### src/rtl/unsign_div_bcd_serializer.sv
// Accepts one Quotient/Remainder pair, converts both to BCD with a sequential
// double-dabble engine, then emits decimal digits MS-first, quotient before remainder.
module unsign_div_bcd_serializer #(
    parameter int INPUT_BIT_WIDTH = 8,
    parameter int DIGITS          = 3
) (
    input  logic                       Clk,
    input  logic                       Reset,
    input  logic                       InValid,
    output logic                       InReady,
    input  logic [INPUT_BIT_WIDTH-1:0] Quotient,
    input  logic [INPUT_BIT_WIDTH-1:0] Remainder,
    output logic                       DigitValid,
    input  logic                       DigitReady,
    output logic [3:0]                 Digit,
    output logic                       DigitIsRemainder,
    output logic                       DigitLast,
    output logic                       Busy
);

    localparam int CW = $clog2(INPUT_BIT_WIDTH + 1);
    localparam int PW = (DIGITS > 1) ? $clog2(DIGITS) : 1;
    localparam int BW = 4 * DIGITS;

    typedef enum logic [1:0] {
        IDLE,
        CONV,
        EMIT_Q,
        EMIT_R
    } state_t;

    state_t state, state_next;

    logic [INPUT_BIT_WIDTH-1:0] q_bin, r_bin;
    logic [BW-1:0]              q_bcd, r_bcd;
    logic [BW-1:0]              q_shift, r_shift;
    logic [CW-1:0]              cnt;
    logic [PW-1:0]              ptr;
    logic                       conv_done;
    logic                       ptr_zero;

    // One double-dabble iteration: correct every nibble >= 5, then shift in the next bit.
    function automatic logic [BW-1:0] dabble(input logic [BW-1:0] bcd, input logic in_bit);
        logic [BW-1:0] adj;
        adj = bcd;
        for (int unsigned i = 0; i < DIGITS; i++) begin
            if (adj[4*i +: 4] >= 4'd5) adj[4*i +: 4] = adj[4*i +: 4] + 4'd3;
        end
        return {adj[BW-2:0], in_bit};
    endfunction

    function automatic logic [PW-1:0] top_digit(input logic [BW-1:0] bcd);
        logic [PW-1:0] p;
        p = '0;
        for (int unsigned i = 0; i < DIGITS; i++) begin
            if (bcd[4*i +: 4] != 4'd0) p = PW'(i);
        end
        return p;
    endfunction

    assign q_shift   = dabble(q_bcd, q_bin[INPUT_BIT_WIDTH-1]);
    assign r_shift   = dabble(r_bcd, r_bin[INPUT_BIT_WIDTH-1]);
    assign conv_done = (cnt == CW'(INPUT_BIT_WIDTH - 1));
    assign ptr_zero  = (ptr == '0);

    always_ff @(posedge Clk) begin
        if (Reset) state <= IDLE;
        else       state <= state_next;
    end

    always_comb begin
        state_next = state;
        case (state)
            IDLE:    if (InValid) state_next = CONV;
            CONV:    if (conv_done) state_next = EMIT_Q;
            EMIT_Q:  if (DigitReady && ptr_zero) state_next = EMIT_R;
            EMIT_R:  if (DigitReady && ptr_zero) state_next = IDLE;
            default: state_next = IDLE;
        endcase
    end

    always_ff @(posedge Clk) begin
        if (Reset) begin
            q_bin <= '0;
            r_bin <= '0;
            q_bcd <= '0;
            r_bcd <= '0;
            cnt   <= '0;
            ptr   <= '0;
        end else begin
            case (state)
                IDLE: begin
                    if (InValid) begin
                        q_bin <= Quotient;
                        r_bin <= Remainder;
                        q_bcd <= '0;
                        r_bcd <= '0;
                        cnt   <= '0;
                    end
                end
                CONV: begin
                    q_bin <= q_bin << 1;
                    r_bin <= r_bin << 1;
                    q_bcd <= q_shift;
                    r_bcd <= r_shift;
                    cnt   <= cnt + 1'b1;
                    // Pointer is seeded from the post-shift value so EMIT_Q starts on its MS digit.
                    if (conv_done) ptr <= top_digit(q_shift);
                end
                EMIT_Q: begin
                    if (DigitReady) begin
                        if (ptr_zero) ptr <= top_digit(r_bcd);
                        else          ptr <= ptr - 1'b1;
                    end
                end
                EMIT_R: begin
                    if (DigitReady && !ptr_zero) ptr <= ptr - 1'b1;
                end
                default: ;
            endcase
        end
    end

    always_comb begin
        Digit = '0;
        case (state)
            EMIT_Q:  Digit = q_bcd[{ptr, 2'b00} +: 4];
            EMIT_R:  Digit = r_bcd[{ptr, 2'b00} +: 4];
            default: Digit = '0;
        endcase
    end

    assign InReady          = (state == IDLE);
    assign Busy             = (state != IDLE);
    assign DigitValid       = (state == EMIT_Q) || (state == EMIT_R);
    assign DigitIsRemainder = (state == EMIT_R);
    assign DigitLast        = (state == EMIT_R) && ptr_zero;

endmodule

### config.mk
export PLATFORM = sky130hd
export DESIGN_NAME = unsign_div_bcd_serializer
export DESIGN_NICKNAME = d
export VERILOG_FILES = /design/src/rtl/unsign_div_bcd_serializer.sv
export SDC_FILE = /design/constraint.sdc
export NUM_CORES = 1
export LEC_CHECK = 0
export ABC_AREA = 1
export CORE_AREA = 4 4 85 87
export CTS_CLUSTER_SIZE = 28
export DETAILED_ROUTE_END_ITERATION = 8
export DIE_AREA = 0 0 89 91
export GPL_ROUTABILITY_DRIVEN = 0
export GPL_TIMING_DRIVEN = 1
export HOLD_SLACK_MARGIN = 0.06
export SETUP_SLACK_MARGIN = 0.05
export SYNTH_ARGS = -nofsm -noshare
export SYNTH_HDL_FRONTEND = slang
export SYNTH_SLANG_ARGS = --single-unit
### constraint.sdc
create_clock -name Clk -period 2 [get_ports Clk]
set_input_delay 0.5 -clock Clk [delete_from_list [all_inputs] [get_ports Clk]]
set_output_delay 0.5 -clock Clk [all_outputs]
set_load 0.02 [all_outputs]
# Word-level counts from Yosys, hierarchy flattened

Index checks and enable logic that the tools add are counted.
Widths: inputs -> output; s select.

Flip-flop bits (word level): 48
Output and inout bits: 9
Word-level logic and storage cells: 80
Input bits: 20

Magnitude comparators: 6
Muxes and demuxes: 30
Shift operators: 2
$add $sub $neg: 8
Eq/ne operators: 10
Reductions and logical operators: 17

Operators with widths:

| kind                | number |
|---|---|
| $pmux 12 s2         | 2 |
| $pmux 8 s2          | 2 |
| $ge 4x3->1 const B  | 6 |
| $shiftx 12x5->4     | 2 |
| $mux 2              | 10 |
| $mux 4              | 5 |
| $add 4x2->4 const B | 4 |
| $mux 8              | 2 |
| $pmux 4 s2          | 2 |
| $reduce_bool 4->1   | 4 |
| $mux 12             | 1 |
| $ne 2x2->1 const B  | 4 |
| $pmux 2 s4          | 1 |
| $reduce_and 4->1    | 2 |
| $add 3x2->3 const B | 2 |
| $mux 3              | 2 |
| $pmux 2 s3          | 1 |
| $add 4x1->4 const B | 1 |
| $eq 2x2->1 const B  | 2 |
| $eq 4x3->1 const B  | 1 |
| $logic_not 2->1     | 2 |
| $ne 2x1->1 const B  | 2 |
| $reduce_bool 2->1   | 2 |
| $logic_and 1x1->1   | 3 |
| 7 further kinds     | 8 |

# Depth between registers and ports, before layout

Gate-level depths: netlist of the first run.

Depth after elaboration: 7
Mapped depth: 12
Mapped depth without buffers: 11

# Least setup slack after synthesis of the first run

Ideal clock, no wire load.

Kind: register -> output
Start: register state[0]
End: output Digit[2]
Setup slack: -0.278 ns
Cell stages (with the launch flop): 7
Data required time: 1.500 ns
Arrival time: 1.778 ns
Path buffers: 1
Path through: dfxtp_1 ha_1 inv_1 clkbuf_1 a21oi_1 a21oi_1 nor3_1

Cells in the longest elaborated chain, start to end: 2
Elaborated cells on any way between the ends: 3
Classes of those cells: eq/ne: 2; mux: 1

Ends and longest elaborated chain:

| item                   | RTL line | text |
|---|---|---|
| start, declared        | 32       | `state_t state, state_next;` |
| start signal, assigned | 68       | `else state <= state_next;` |
| $eq 2x2->1             | -        |  |
| net DigitIsRemainder   | 16       | `output logic DigitIsRemainder,` |
| $pmux 4 s2             | 126      | `case (state)` |
| end, declared          | 15       | `output logic [3:0] Digit,` |

The timed path passes the listed nets, and every way through them passes these cells.

# Worst setup path after layout of the first run

Start: register state[0]
End: output Digit[1]

Cells in the longest elaborated chain, start to end: 2
Elaborated cells on any way between the ends: 3
Classes of those cells: eq/ne: 2; mux: 1

Ends and longest elaborated chain:

| item           | RTL line |
|---|---|
| $eq 2x2->1     | 126 |
| $pmux 4 s2 (*) | 126 |

Mark *: on every way between the ends. The rest lies on a longest branch, timed or not.

==> metrics, run 1 <==
Leak 0.00160 µW; syn nets 464; H-tree depth 2; Critical Path Sink Type output pin; status finished, violations left; unrepaired setup endpoints after global routing true; gr usage total 0.186; CTS buffer count 5; WS Path Type register to output pin; VDD IR-drop max 0.662 mV; Clock Path Buffers 2; Hold Vio Cnt, Final 0; first-pass iteration count of the detailed router 4; full die area 8100 µm²; register area share after synthesis 0.342; Die X 89 µm; Row Count 29; max-slew violation count 0; Startpoint Class register; synth warn 0; hold slack 0.463 ns; pin count of the biggest net entering global routing 31; Req. time, crit path 1.50 ns; maxcap violations 0; # IOs 29; first-pass GRT wire length 12200 µm; total negative slack -0.744 ns; max_slew headroom 0.769; Mapped Area 2810 µm²; Seq cells post-synth 48; failing checks negative setup slack; Initial Utilization 0.443; drt wl/cell 13.0 µm; Synth Instances 426; drt total wl 7500 µm; Core Util, Final 0.601; vias in the first global route 2696; Final period util 1.10; Peak Freq 0.456 GHz; Vias/cell 5.10; Die Height 91 µm; CTS Root Cell clkbuf_8; Post-Syn Area per Cell 6.60 µm²; Post-DP HPWL 5430 µm; Tot Pwr 4310 µW; power density over the cells 1130 nW/µm²; minimum clock period 2.19 ns; WP data arrival 1.69 ns; core area 6350 µm²; ranking of synthesized cells by area dfxtp_1 34%, nand2_1 17%, a21oi_1 9.8%; Setup violations, final 5; DRC marker count from the first detailed-route iteration 99; vias 2952; CTS Sinks 48; CTS tree done; nets 539; layout cells sized above 1 0.219; clock-pin slew on the worst setup and hold paths 0.09 ns; area delta synth->final 35.9%; Final ANT Viol Nets 0; # hold bufs at CTS 0; Min-Delay Path Class register to register; Slew @ Worst Pin 0.347 ns; GR Overflow Total 0; maximum fanout along the worst path 7; Synth area leader dfxtp_1; post-synth cell types 27; Port-buffer cells 28; drt drc 0; final clock skew 0.00731 ns; initial antenna violation count 0; post-synth top area share 0.342; final setup margin -0.195 ns; worst skew pair latency 0.30 ns; Inserted Diodes 0
## metal layers
layer | routed length, µm | up-vias | part of all wire | GRT usage
li1 | - | 1552 | - | -
met1 | 3510 | 1347 | 0.47 | 0.250
met2 | 3620 | 43 | 0.48 | 0.309
met3 | 251 | 10 | 0.033 | 0.0326
met4 | 122 | 0 | 0.016 | 0.0434
met5 | 0 | - | 0 | 0
## area by class of cell
class                           instances  area, µm²
Multi-Input combinational cell        316       1720
Clock buffer                            8       90.1
Timing Repair Buffer                   81        738
Timing Repair inverter                  1       7.51
Tap cell                               77       96.3
Inverter                               48        200
Sequential cell                        48        965
Fill cell                             620       2530
## synthesized netlist by cell type
cell type,number
nand3_1,20
or2_2,2
ha_1,18
o22ai_1,1
buf_6,2
xor2_1,2
inv_4,1
nor3_1,7
buf_2,4
dfxtp_1,48
o21bai_1,1
clkbuf_1,6
nor2_1,24
a31oi_1,18
nand4_1,4
nand2_4,1
nor2_4,2
inv_1,43
a21oi_1,55
nand2_1,127
inv_2,3
a22oi_1,1
o21ai_0,31
buf_1,2
clkinv_1,1
nor3b_1,1
and3_1,1
## cells in the final DEF (no fill, tap or decap), types with 2 or more instances in the layout
cell / instances
nand2_1: 118
a21oi_1: 50
dfxtp_1: 45
inv_1: 41
buf_4: 41
o21ai_0: 26
nor2_1: 22
nand3_1: 20
clkdlybuf4s50_1: 19
a31oi_1: 17
ha_1: 14
buf_6: 13
nand2_2: 9
clkbuf_8: 6
a21oi_2: 5
o21ai_1: 5
nor3_2: 4
nand4_1: 4
buf_2: 4
inv_2: 3
nor2_4: 3
nor3_1: 3
ha_4: 3
dfxtp_2: 3
clkinvlp_4: 2
or2_2: 2
xor2_1: 2
clkbuf_1: 2
buf_12: 2
## cell families (layout without fill, tap and decap cells)
family                   Yosys count  after routing  synth area share
XOR/XNOR                           2              2           0.00623
flip-flops                        48             48             0.342
buffers and inverters             62            138            0.0908
AND/OR/NAND/NOR                  189            189             0.280
adder cells (fa/ha/maj)           18             18            0.0801
AO/OA/AOI/OAI                    107            107             0.201
## path summary, 6_finish.rpt
kind | slack [ns] | start | to | cells past startpoint
max | -0.19 | state[0] | Digit[1] | 7
min | 0.46 | q_bin[0] | q_bin[0] | 2
max reg2reg | 0.09 | state[0] | r_bin[1] | 15
min reg2reg | 0.46 | q_bin[0] | q_bin[0] | 2
## where the power goes
| group | internal, µW | switching (µW) |
|---|---|---|
| clock | 283 | 322 |
| combinational | 1140 | 1390 |
| sequential | 1090 | 79.7 |
| total | 2520 | 1800 |
## critical path: stages, from the launching register on
cell        delay (ns)
dfxtp_2           0.37
ha_4              0.19
clkinvlp_4        0.18
buf_6             0.17
nand2_2           0.06
a31oi_2           0.08
nor3_2            0.19
buf_4             0.17
## sequential cells by signal, indices dropped and copies added, names as in the netlist
register,flops
q_bcd,12
r_bcd,12
q_bin,8
r_bin,8
cnt,4
ptr,2
state,2
## what timing repair did
| item | CTS | global route |
|---|---|---|
| pin swaps | 3 | 9 |
| endpoints found under the setup margin | 21 | 36 |
| gates resized for setup | 51 | 42 |
| setup buffers | 0 | 6 |
| gates cloned | 1 | 2 |
## per-stage QoR
step                cells  worst slack [ns]  instance area [µm²]
floorplan             426            0.0549                 2840
CTS                   572            -0.161                 3610
finish                579            -0.195                 3820
global route          579            -0.299                 3820
global placement      563            -0.285                 3500
detailed placement    563            -0.310                 3500
Power figures use the tool's default switching activity.
==> inputs of run 2 (changes only) <==
--- a/config.mk
+++ b/config.mk
@@ -14,6 +14,7 @@
 export GPL_TIMING_DRIVEN = 1
 export HOLD_SLACK_MARGIN = 0.06
 export SETUP_SLACK_MARGIN = 0.05
+export SKIP_LAST_GASP = 1
 export SYNTH_ARGS = -nofsm -noshare
 export SYNTH_HDL_FRONTEND = slang
 export SYNTH_SLANG_ARGS = --single-unit
==> metrics, run 2 (same netlist as run 1, synthesis figures left out) <==
pin count of the biggest net entering global routing 31 (unchanged); maximum fanout along the worst path 6 (-1); Layout Cells excl Fill 580 (+0.17%); Levels on crit path 8 (+1); GR Overflow Total 0 (unchanged); final clock skew 0.00573 ns (-0.00158 ns); drt drc 0 (unchanged); drt wl/cell 13.1 µm (+1.3%); leading cell type in the layout, fill and taps excluded nand2_1; Row Count 29 (unchanged); biggest regs q_bcd x12, r_bcd x12; Die Height 91 µm (unchanged); WP data arrival 1.72 ns (+0.03 ns); Final period util 1.11 (+0.0145); hold slack 0.463 ns (+0.000211 ns); worst reg2reg endpoint r_bin[1]; R2R Setup Slk 0.10 ns (about the same); Critical Path Sink Type output pin; H-tree depth 2 (unchanged); Setup violations, final 5 (unchanged); nets 540 (+0.19%); minimum clock period 2.22 ns (+0.0291 ns); worst skew pair latency 0.30 ns (about the same); CTS Root Cell clkbuf_8; Post-DP HPWL 5430 µm (unchanged); first-pass iteration count of the detailed router 4 (unchanged); Die X 89 µm (unchanged); CP cell instances ha_4 -> buf_12 -> clkinvlp_4 -> a21oi_2 -> o21ai_1 -> a21oi_1 -> nor3_2 -> buf_4; placed insts 563 (unchanged); hold_sp q_bin[0]; CTS buffer count 5 (unchanged); Leak 0.00159 µW (about the same); Initial Utilization 0.443 (unchanged); Req. time, crit path 1.50 ns (about the same); first-pass GRT wire length 12200 µm (unchanged); WHS Path Cells 2 (unchanged); Final ANT Viol Nets 0 (unchanged); area delta synth->final 35.4%; Slew @ Worst Pin 0.345 ns (-0.00131 ns); VDD IR-drop max 0.658 mV (-0.59%); slowest stage delay, CP 0.37 ns (about the same); critical path's slowest cell dfxtp_2; clock-pin slew on the worst setup and hold paths 0.09 ns (about the same); WHS Endpoint q_bin[0]; initial antenna violation count 0 (unchanged); final setup margin -0.224 ns (-0.0291 ns); Startpoint Class register; max-slew violation count 0 (unchanged); Clock Path Buffers 2 (unchanged); drt total wl 7610 µm (+1.5%); Inserted Diodes 0 (unchanged); vias in the first global route 2696 (unchanged); Vias/cell 5.18 (+1.6%); maxcap violations 0 (unchanged); reg2reg path depth 15 (unchanged); failing checks negative setup slack; vias 3005 (+1.8%); max_slew headroom 0.770 (+0.000870); CTS Sinks 48 (unchanged); Min-Delay Path Class register to register; Peak Freq 0.450 GHz (-1.3%); status finished, violations left; most frequent cells in the layout 126 x nand2_1, 50 x a21oi_1, 45 x dfxtp_1; Buffers & Inverters on Critical Path 3 (unchanged); # hold bufs at CTS 0 (unchanged); unrepaired setup endpoints after global routing true; Port-buffer cells 28 (unchanged); WS Path Type register to output pin; core area 6350 µm² (unchanged); gr usage total 0.186 (unchanged); worst r2r src state[0]; layout cells sized above 1 0.201 (-0.0183); CP top delay family compound AO/OA/AOI/OAI gates; power density over the cells 1130 nW/µm² (about the same); DRC marker count from the first detailed-route iteration 106 (+7.1%); CTS tree done; # IOs 29 (unchanged); full die area 8100 µm² (unchanged); Hold Vio Cnt, Final 0 (unchanged)
run 2: changes by cell type in the layout (fill, tap and decap cells not counted):
cell and delta:
nor3b_1 +1, nor3b_2 -1, nand2_2 -8, buf_8 +1, a22oi_2 -1, a22oi_1 +1, nand2_1 +8
run 2: what timing repair did:
action | 4_1_cts | 5_1_grt
gates cloned | 1 | 2
buffers inserted | 0 | 7
endpoints found under the setup margin | 21 | 36
pin swaps | 3 | 10
resized for setup | 48 | 34
run 2: final cells by class:
type	instances	area, µm²
Fill cell	621	2550
Tap cell	77	96.3
Clock buffer	8	90.1
Multi-Input combinational cell	316	1690
Timing Repair Buffer	82	753
Inverter	48	200
Sequential cell	48	965
Timing Repair inverter	1	7.51
run 2: worst max path at each step:
| stage | end | startpoint |
|---|---|---|
| after CTS | Digit[2] | state[1] |
| after global routing | Digit[0] | state[0] |
| final | Digit[0] | state[0] |
| after floorplan | Digit[2] | state[0] |
| after global placement | Digit[2] | state[0] |
| after detailed placement | Digit[0] | state[0] |
run 2: worst reg2reg max path: stages, from the launching register on:
cell	delay, ns
dfxtp_2	0.37
buf_4	0.12
buf_6	0.09
inv_2	0.05
buf_4	0.13
ha_4	0.16
inv_2	0.06
buf_6	0.10
nor2_4	0.03
nor2_4	0.15
inv_4	0.05
nand2_4	0.09
clkinv_8	0.09
buf_8	0.16
nand2_1	0.06
a31oi_1	0.07
run 2: metrics by stage:
stage               setup TNS [ns]  utilization  worst slack, ns  power [µW]  instance area (µm²)
finish                      -0.834        0.599           -0.224        4300                 3800
global route                 -1.40        0.599           -0.326        4600                 3800
CTS                         -0.638        0.567           -0.162        3870                 3600
detailed placement           -1.54        0.552           -0.310        3270                 3500
global placement             -1.33        0.552           -0.285        3250                 3500
floorplan                        0            -           0.0549        2430                 2840
run 2: power breakdown:
part	internal, µW	total, µW	switching, µW
clock network	283	600	318
logic	1130	2530	1390
registers	1090	1170	76.8
total	2510	4300	1790
run 2: per-layer routing:
layer / vias up / track usage / share of wire / wire length (µm)
li1: 1553 / - / - / -
met3: 10 / 0.0326 / 0.043 / 329
met5: - / 0 / 0 / 0
met1: 1375 / 0.250 / 0.46 / 3480
met2: 67 / 0.309 / 0.48 / 3680
met4: 0 / 0.0434 / 0.016 / 124
